--- config.mk ---
export PLATFORM = sky130hd
export DESIGN_NAME = dual_toggle_gen
export DESIGN_NICKNAME = d
export VERILOG_FILES = /design/src/rtl/dtg_pkg.sv /design/src/rtl/toggle_chan.sv /design/src/rtl/dual_toggle_gen.sv
export SDC_FILE = /design/constraint.sdc
export NUM_CORES = 1
export LEC_CHECK = 0
export BUFFER_PORTS_ARGS = -buffer_cell sky130_fd_sc_hd__buf_2
export CORE_AREA = 2 2 130 132
export DETAILED_ROUTE_END_ITERATION = 8
export DIE_AREA = 0 0 132 134
export SLEW_MARGIN = 20
export SYNTH_ARGS = -nofsm -noshare
export SYNTH_HDL_FRONTEND = slang
export SYNTH_SLANG_ARGS = --single-unit
export TNS_END_PERCENT = 50
--- constraint.sdc ---
create_clock -name clk -period 3.2 [get_ports clk]
set_input_delay 0.8 -clock clk [delete_from_list [all_inputs] [get_ports clk]]
set_output_delay 0.8 -clock clk [all_outputs]
set_load 0.1 [all_outputs]
--- src/rtl/dtg_pkg.sv ---
// Shared types and default widths for the dual toggle generator.
package dtg_pkg;

    localparam int CNT_W_DEF = 8;
    localparam int RUN_W_DEF = 16;

    typedef enum logic [1:0] {
        IDLE = 2'd0,
        RUN  = 2'd1,
        DONE = 2'd2
    } dtg_state_e;

endpackage

--- src/rtl/toggle_chan.sv ---
// One square-wave channel: toggles q every hp enabled edges.
// hp must be nonzero; the top level maps a programmed 0 to 1.
module toggle_chan #(
    parameter int CNT_W = 8
) (
    input  logic             clk,
    input  logic             rst_n,
    input  logic             clear,
    input  logic             en,
    input  logic [CNT_W-1:0] hp,
    output logic             q
);

    logic [CNT_W-1:0] cnt;

    // Half-period counter and output flop; clear has priority over en.
    always_ff @(posedge clk or negedge rst_n) begin
        if (!rst_n) begin
            cnt <= '0;
            q   <= 1'b0;
        end else if (clear) begin
            cnt <= '0;
            q   <= 1'b0;
        end else if (en) begin
            if (cnt == hp - CNT_W'(1)) begin
                cnt <= '0;
                q   <= ~q;
            end else begin
                cnt <= cnt + CNT_W'(1);
            end
        end
    end

endmodule

--- src/rtl/dual_toggle_gen.sv ---
// Two independently programmed square waves with bounded or free runs.
// Holds the run FSM, the latched run parameters and the run cycle counter.
module dual_toggle_gen
    import dtg_pkg::*;
#(
    parameter int CNT_W = CNT_W_DEF,
    parameter int RUN_W = RUN_W_DEF
) (
    input  logic             clk,
    input  logic             rst_n,
    input  logic             start,
    input  logic             stop,
    input  logic [CNT_W-1:0] half_per_a,
    input  logic [CNT_W-1:0] half_per_b,
    input  logic [RUN_W-1:0] run_len,
    output logic             a,
    output logic             b,
    output logic             busy,
    output logic             done,
    output logic [RUN_W-1:0] cycle_cnt
);

    localparam int NUM_CH = 2;

    dtg_state_e                    state;
    logic [NUM_CH-1:0][CNT_W-1:0]  hp_in;
    logic [NUM_CH-1:0][CNT_W-1:0]  hp_q;
    logic [NUM_CH-1:0]             chan_q;
    logic [RUN_W-1:0]              run_len_q;
    logic                          start_acc;
    logic                          last_edge;
    logic                          in_run;

    assign hp_in[0] = half_per_a;
    assign hp_in[1] = half_per_b;

    assign in_run    = (state == RUN);
    // Stop beats start; start while running is ignored.
    assign start_acc = start && !stop && !in_run;
    // Edge E0+run_len of a bounded run: the counter is one short of run_len.
    assign last_edge = in_run && (run_len_q != '0) &&
                       (cycle_cnt == run_len_q - RUN_W'(1));

    // Run FSM: stop always returns to IDLE, even on the completion edge.
    always_ff @(posedge clk or negedge rst_n) begin
        if (!rst_n) begin
            state <= IDLE;
        end else if (stop) begin
            state <= IDLE;
        end else if (start_acc) begin
            state <= RUN;
        end else if (last_edge) begin
            state <= DONE;
        end
    end

    // Parameter latches; a zero half-period would never toggle, so use 1.
    always_ff @(posedge clk or negedge rst_n) begin
        if (!rst_n) begin
            hp_q      <= '0;
            run_len_q <= '0;
        end else if (start_acc) begin
            for (int i = 0; i < NUM_CH; i++)
                hp_q[i] <= (hp_in[i] == '0) ? CNT_W'(1) : hp_in[i];
            run_len_q <= run_len;
        end
    end

    // Run cycle counter: cleared at start, counts every RUN edge (including
    // the stop edge), saturates at all-ones, holds otherwise.
    always_ff @(posedge clk or negedge rst_n) begin
        if (!rst_n) begin
            cycle_cnt <= '0;
        end else if (start_acc) begin
            cycle_cnt <= '0;
        end else if (in_run && (cycle_cnt != '1)) begin
            cycle_cnt <= cycle_cnt + RUN_W'(1);
        end
    end

    for (genvar g = 0; g < NUM_CH; g++) begin : g_chan
        toggle_chan #(.CNT_W(CNT_W)) u_chan (
            .clk   (clk),
            .rst_n (rst_n),
            .clear (stop || start_acc),
            .en    (in_run),
            .hp    (hp_q[g]),
            .q     (chan_q[g])
        );
    end

    assign a    = chan_q[0];
    assign b    = chan_q[1];
    assign busy = in_run;
    assign done = (state == DONE);

endmodule
==> Yosys cells after proc, flatten, opt, wreduce, memory -nomap -nowiden <==
Cells that the tools add are included.
{ "word_totals": {"register_bits": 68, "latchBits": 0, "ram_bits": 0, "romBits": 0, "inputBits": 36, "output_inout_bits": 20, "elab_cells": 60, "n_memories": 0} }
{ "op_classes": {"n_addsub": 6, "mul": 0, "div_mod_pow": 0, "n_lt_le_gt_ge": 0, "eq_ne": 6, "shifts": 0, "mux": 19, "n_bitwise": 2, "reduce_logical": 18} }
{ "op_table": {"columns": ["operator", "n"], "rows": [
  ["$mux W8", 8],
  ["$mux W16", 2],
  ["$add A16 B1 Y16 const B", 1],
  ["$add A8 B1 Y8 const B", 2],
  ["$eq A16 B16 Y1", 1],
  ["$eq A8 B8 Y1", 2],
  ["$logic_not A8 Y1", 2],
  ["$ne A16 B16 Y1 const B", 1],
  ["$reduce_bool A16 Y1", 1],
  ["$sub A16 B1 Y16 const B", 1],
  ["$sub A8 B1 Y8 const B", 2],
  ["$reduce_bool A2 Y1", 4],
  ["$mux W1", 6],
  ["$mux W2", 3],
  ["$logic_and A1 B1 Y1", 5],
  ["$reduce_and A2 Y1", 2],
  ["$reduce_bool A3 Y1", 1],
  ["$eq A2 B1 Y1 const B", 1],
  ["$eq A2 B2 Y1 const B", 1],
  ["$logic_not A1 Y1", 2],
  ["$not A1 Y1", 2],
  ["$logic_or A1 B1 Y1", 1]
]} }

==> Logic depth before layout (Yosys ltp) <==
{ "depth": {"word_depth": 6, "ltp_mapped": 10, "mapped_depth_nobuf": 9} }

==> By module <==
From an unflattened synthesis, not the netlist that was laid out.
{ "hier_totals": {"cells_unflattened": 429, "area_unflattened_um2": 4282.9} }
{ "modules_own_cells": {"columns": ["mod", "n_inst", "cells_per_inst", "area_per_inst_um2", "seq_area_each_um2"], "rows": [
  ["dual_toggle_gen", 1, 249, 2686.3, 1251.2],
  ["toggle_chan", 2, 90, 798.3, 225.2]
]} }

==> Least setup slack after synthesis <==
OpenSTA, ideal clock, no wires.
{ "synth_path": {"path_type": "reg2reg", "start": "register cycle_cnt[11]", "end": "register cycle_cnt[15]", "setup_ps": 130, "arrival_ps": 2498, "t_required_ps": 3070, "path_slack_ps": 573, "stages_incl_launch_ff": 9, "n_path_buf": 1, "period_less_slack_ps": 2627, "cell_sequence": "dfrtp_1 > clkbuf_1 > nand4_1 > nor4_1 > a211oi_1 > nor2b_1 > nor2b_1 > xnor2_1 > nor2_1"} }
{ "synth_via": {"elab_chain_len": 3, "word_cells_on_any_way": 6, "classes_between": "add/sub: 1; eq/ne: 1; mux: 2; reduce/logical: 2"} }
{ "synth_rtl": {"columns": ["element", "line_no", "source"], "rows": [
  ["start: declaration", "dual_toggle_gen.sv:20", "output logic [RUN_W-1:0] cycle_cnt"],
  ["start signal: assignment", "dual_toggle_gen.sv:77", "cycle_cnt <= cycle_cnt + RUN_W'(1);"],
  ["$add A16 B1 Y16 or $ne A16 B16 Y1 (tied branches)", "dual_toggle_gen.sv:77, dual_toggle_gen.sv:76", null],
  ["$mux W16 or $logic_and A1 B1 Y1 (tied branches)", "dual_toggle_gen.sv:76", "end else if (in_run && (cycle_cnt != '1)) begin"],
  ["$mux W16 or $reduce_bool A2 Y1 (tied branches)", null, null]
]} }
Parallel ways exist; a longest one is shown, timed or not. The select of a mux whose other input is x is not followed.
A chain may end at the register's enable or synchronous reset.

==> Final worst setup path <==
{ "layout_path": {"start": "register run_len_q[0]", "end": "register state[1]"} }
{ "layout_via": {"elab_chain_len": 4, "word_cells_on_any_way": 6, "classes_between": "add/sub: 1; eq/ne: 1; reduce/logical: 4"} }
{ "layout_rtl": {"columns": ["element", "line_no", "source"], "rows": [
  ["start: declaration", "dual_toggle_gen.sv:29", "logic [RUN_W-1:0] run_len_q;"],
  ["start signal: assignment", "dual_toggle_gen.sv:65", "run_len_q <= run_len;"],
  ["$sub A16 B1 Y16 or $reduce_bool A16 Y1 (tied branches)", "dual_toggle_gen.sv:42, dual_toggle_gen.sv:41", null],
  ["$eq A16 B16 Y1 or $logic_and A1 B1 Y1 (tied branches)", "dual_toggle_gen.sv:42, dual_toggle_gen.sv:41", null],
  ["$logic_and A1 B1 Y1 (*)", "dual_toggle_gen.sv:41", "assign last_edge = in_run && (run_len_q != '0) &&"],
  ["$reduce_bool A3 Y1 (no source line) (*)", null, null],
  ["end signal: assignment", "dual_toggle_gen.sv:47", "state <= IDLE;"],
  ["end signal: assignment", "dual_toggle_gen.sv:49", "state <= IDLE;"],
  ["end signal: assignment", "dual_toggle_gen.sv:51", "state <= RUN;"],
  ["end: declaration", "dual_toggle_gen.sv:25", "dtg_state_e state;"]
]} }
Every way passes the cells marked *; elsewhere a longest branch is shown, timed or not.

==> results_dict.tcl <==
set metrics [dict create \
    synth_area_leaders "dfrtp_1, xor2_1, mux2_2" \
    antenna_found_initial 0 \
    dp_hpwl_um 7264 \
    hold_viol 0 \
    synth.distinct_cells 56 \
    crit_type "register to register" \
    gr-total-overflow 0 \
    antenna_left 0 \
    rows 47 \
    path_max_fanout 5 \
    cts_resized 0 \
    drive_gt1_frac 0.2447 \
    p_leak_nw 2.085 \
    synth_ff_type "dfrtp_1" \
    via_per_inst 4.662 \
    fmax_mhz 353.2 \
    grt_pass1_vias 3314 \
    period_share 0.8847 \
    yosys.area_share.simple 0.2094 \
    yosys_register_bits 68 \
    rsz0062_at_grt "no" \
    postCtsSetupBuffers 0 \
    yosysWarnings 0 \
    clk_latency_ns 0.33 \
    initial_core_util 0.2454 \
    die_w_um 132 \
    grt_use_total 0.1105 \
    drv_slew 0 \
    end_kind "register" \
    grt_first_pass_wirelength_um 15970 \
    worst_clock_skew_ns 0.005554 \
    critical_path_arrival_ns 3.10 \
    maxCapViolations 0 \
    postRouteWirelength_um 9391 \
    relSlewSlack 0.4920 \
    drt_iter0_markers 140 \
    clock-sinks 68 \
    htree_levels 3 \
    cts-root-buf "clkbuf_16" \
    fin_ws_ns 0.3691 \
    finish.instance_area_mm2 0.004862 \
    cts_buffer_depth 2 \
    synth_mux_area_frac 0.07512 \
    vias 3217 \
    wl_met2_um 4550 \
    synth-seq-area-share 0.4257 \
    tightest_slew_ns 0.7620 \
    dieArea_mm2 0.01769 \
    wl_met3_um 230 \
    dp_slack_ns 0.3755 \
    hold-worst-slack_ns 0.5289 \
    synth_top_family_by_area "simple AND/OR/NAND/NOR gates" \
    fin_crit_ns 2.831 \
    cts_tree "yes" \
    coreArea_mm2 0.01629 \
    globalplace.congestion 0.8876 \
    synth_edf_count 0 \
    drc 0 \
    fill_cells 1727 \
    setup_viol 0 \
    synth_xor_area_frac 0.1487 \
    synth_fa_ha_area_frac 0.01878 \
    top_layer "met4" \
    ys_async_sr_fraction 1.000 \
    io_buffers 55 \
    die_h_um 134 \
    finalSetupTns_ns 0 \
    power_per_cell_area_mw_per_mm2 592.2 \
    syn_to_final_growth_pct 21.63 \
    synth_top_area_frac 0.4257 \
    synth_common_cells "dfrtp_1, xor2_1, nor2_1" \
    fin_nets 507 \
    cts_made_buffers 9 \
    synthesis.nets 453 \
    synth.most_common_cell "dfrtp_1" \
    num_antenna_cells 0 \
    synth-compound-area-share 0.09421 \
    fin_util 0.2985 \
    placedInstanceArea_mm2 0.004538 \
    grt_max_degree 39 \
    met1_length_um 4500 \
    hold_path_class "register to register" \
    postCtsHoldBufs 0 \
    syn_avg_cell_area_um2 9.726 \
    ir_drop_mv 0.5013 \
    status "completed" \
    worstPathRequired_ns 3.47 \
    start_kind "register" \
    wl_per_cell_um 13.61 \
    detail_route.first_pass.iterations 4 \
    path_clk_slew_ns 0.06 \
    ios 56 \
    synth_cells 411 \
    yosys.area.top_type "dfrtp_1" \
    netlist_area_mm2 0.003998 \
]
==> layout by cell type (no fill, tap or decap), types with 2 or more instances in the layout <==
cell       Yosys  layout
o2111ai_1      2       2
nor2b_1        3       3
nor4_1         6       6
o21ai_0       20      20
inv_6          0       2
inv_1         13      13
a41oi_1        2       2
or4_1          5       5
nor3b_1        2       2
ha_1           6       6
nand4_1        9       9
dfrtp_1       68      68
a211oi_1       4       4
a31oi_1        3       3
xnor2_1       24      24
nor2_1        41      40
nand3_1       15      15
and4_1         3       3
clkbuf_16      0       9
or4_4          2       2
mux2i_1        3       3
and3_1         5       5
buf_2          0      55
mux2_2        24      24
o31ai_1        2       2
a2111oi_2      2       2
or3_1          4       4
a21oi_1        6       6
buf_4          0       3
xor2_1        42      42
nand3b_1       6       6
bufinv_16      0       2
nor3_1        14      14
nand2_1       34      34
==> worst max-delay path, stage by stage, from the launching register on <==
cell,delay [ns]
dfrtp_1,0.42
inv_1,0.09
ha_1,0.25
or3b_4,0.43
nor3_1,0.23
xor2_1,0.11
o221a_2,0.26
or4_1,0.54
a2111oi_2,0.30
o21a_1,0.16
==> power breakdown <==
part / internal, mW / switching [mW] / leakage [nW] / total [mW]
combinational: 0.276 / 0.416 / 1.05 / 0.691
clock: 0.687 / 0.384 / 0.156 / 1.07
sequential: 0.960 / 0.158 / 0.878 / 1.12
==> cell type report <==
| type | count | area [um2] | share of cell area |
|---|---|---|---|
| Multi-Input combinational cell | 313 | 2191 | 0.4506 |
| Sequential cell | 68 | 1702 | 0.3500 |
| Clock inverter | 7 | 98.84 | 0.02033 |
| Tap cell | 220 | 275.3 | 0.05661 |
| Timing Repair Buffer | 59 | 317.8 | 0.06536 |
| Clock buffer | 9 | 225.2 | 0.04632 |
| Inverter | 14 | 52.55 | 0.01081 |
==> state kept, by name (all words and copies together) (netlist names) <==
| register | cells |
|---|---|
| cycle_cnt | 16 |
| g_chan.u_chan.cnt | 16 |
| hp_q | 16 |
| run_len_q | 16 |
| g_chan.u_chan.q | 2 |
| state | 2 |
==> final timing paths <==
check / slack [ns] / endpoint / depth (start not counted) / from
setup / recovery: 0.37 / state[1] / 9 / run_len_q[0]
hold / removal: 0.53 / hp_q[7] / 1 / hp_q[7]
setup reg to reg: 0.37 / state[1] / 9 / run_len_q[0]
hold reg to reg: 0.53 / hp_q[7] / 1 / hp_q[7]
max in group asynchronous: 2.00 / hp_q[2] / 2 / rst_n
min in group asynchronous: 0.54 / hp_q[8] / 1 / rst_n
==> through the flow <==
stage	total power [mW]	instances
6_report	2.879	690
4_1_cts	2.909	690
5_1_grt	3.036	690
3_3_place_gp	1.808	674
3_5_place_dp	1.830	674
2_1_floorplan	1.645	411
==> layer usage <==
layer,up-vias,global-route usage
met1,1590,0.1427
met2,54,0.1869
li1,1565,-
met3,8,0.01927
met5,-,0
met4,0,0.03865
==> logic make-up after synthesis <==
kind of cell | after synthesis
AO/OA/AOI/OAI | 54
multiplexers | 27
adder cells (fa/ha/maj) | 6
XOR/XNOR | 67
flip-flops | 68
AND/OR/NAND/NOR | 159
buffers and inverters | 30
No activity file was read; power rests on OpenSTA's default activity.
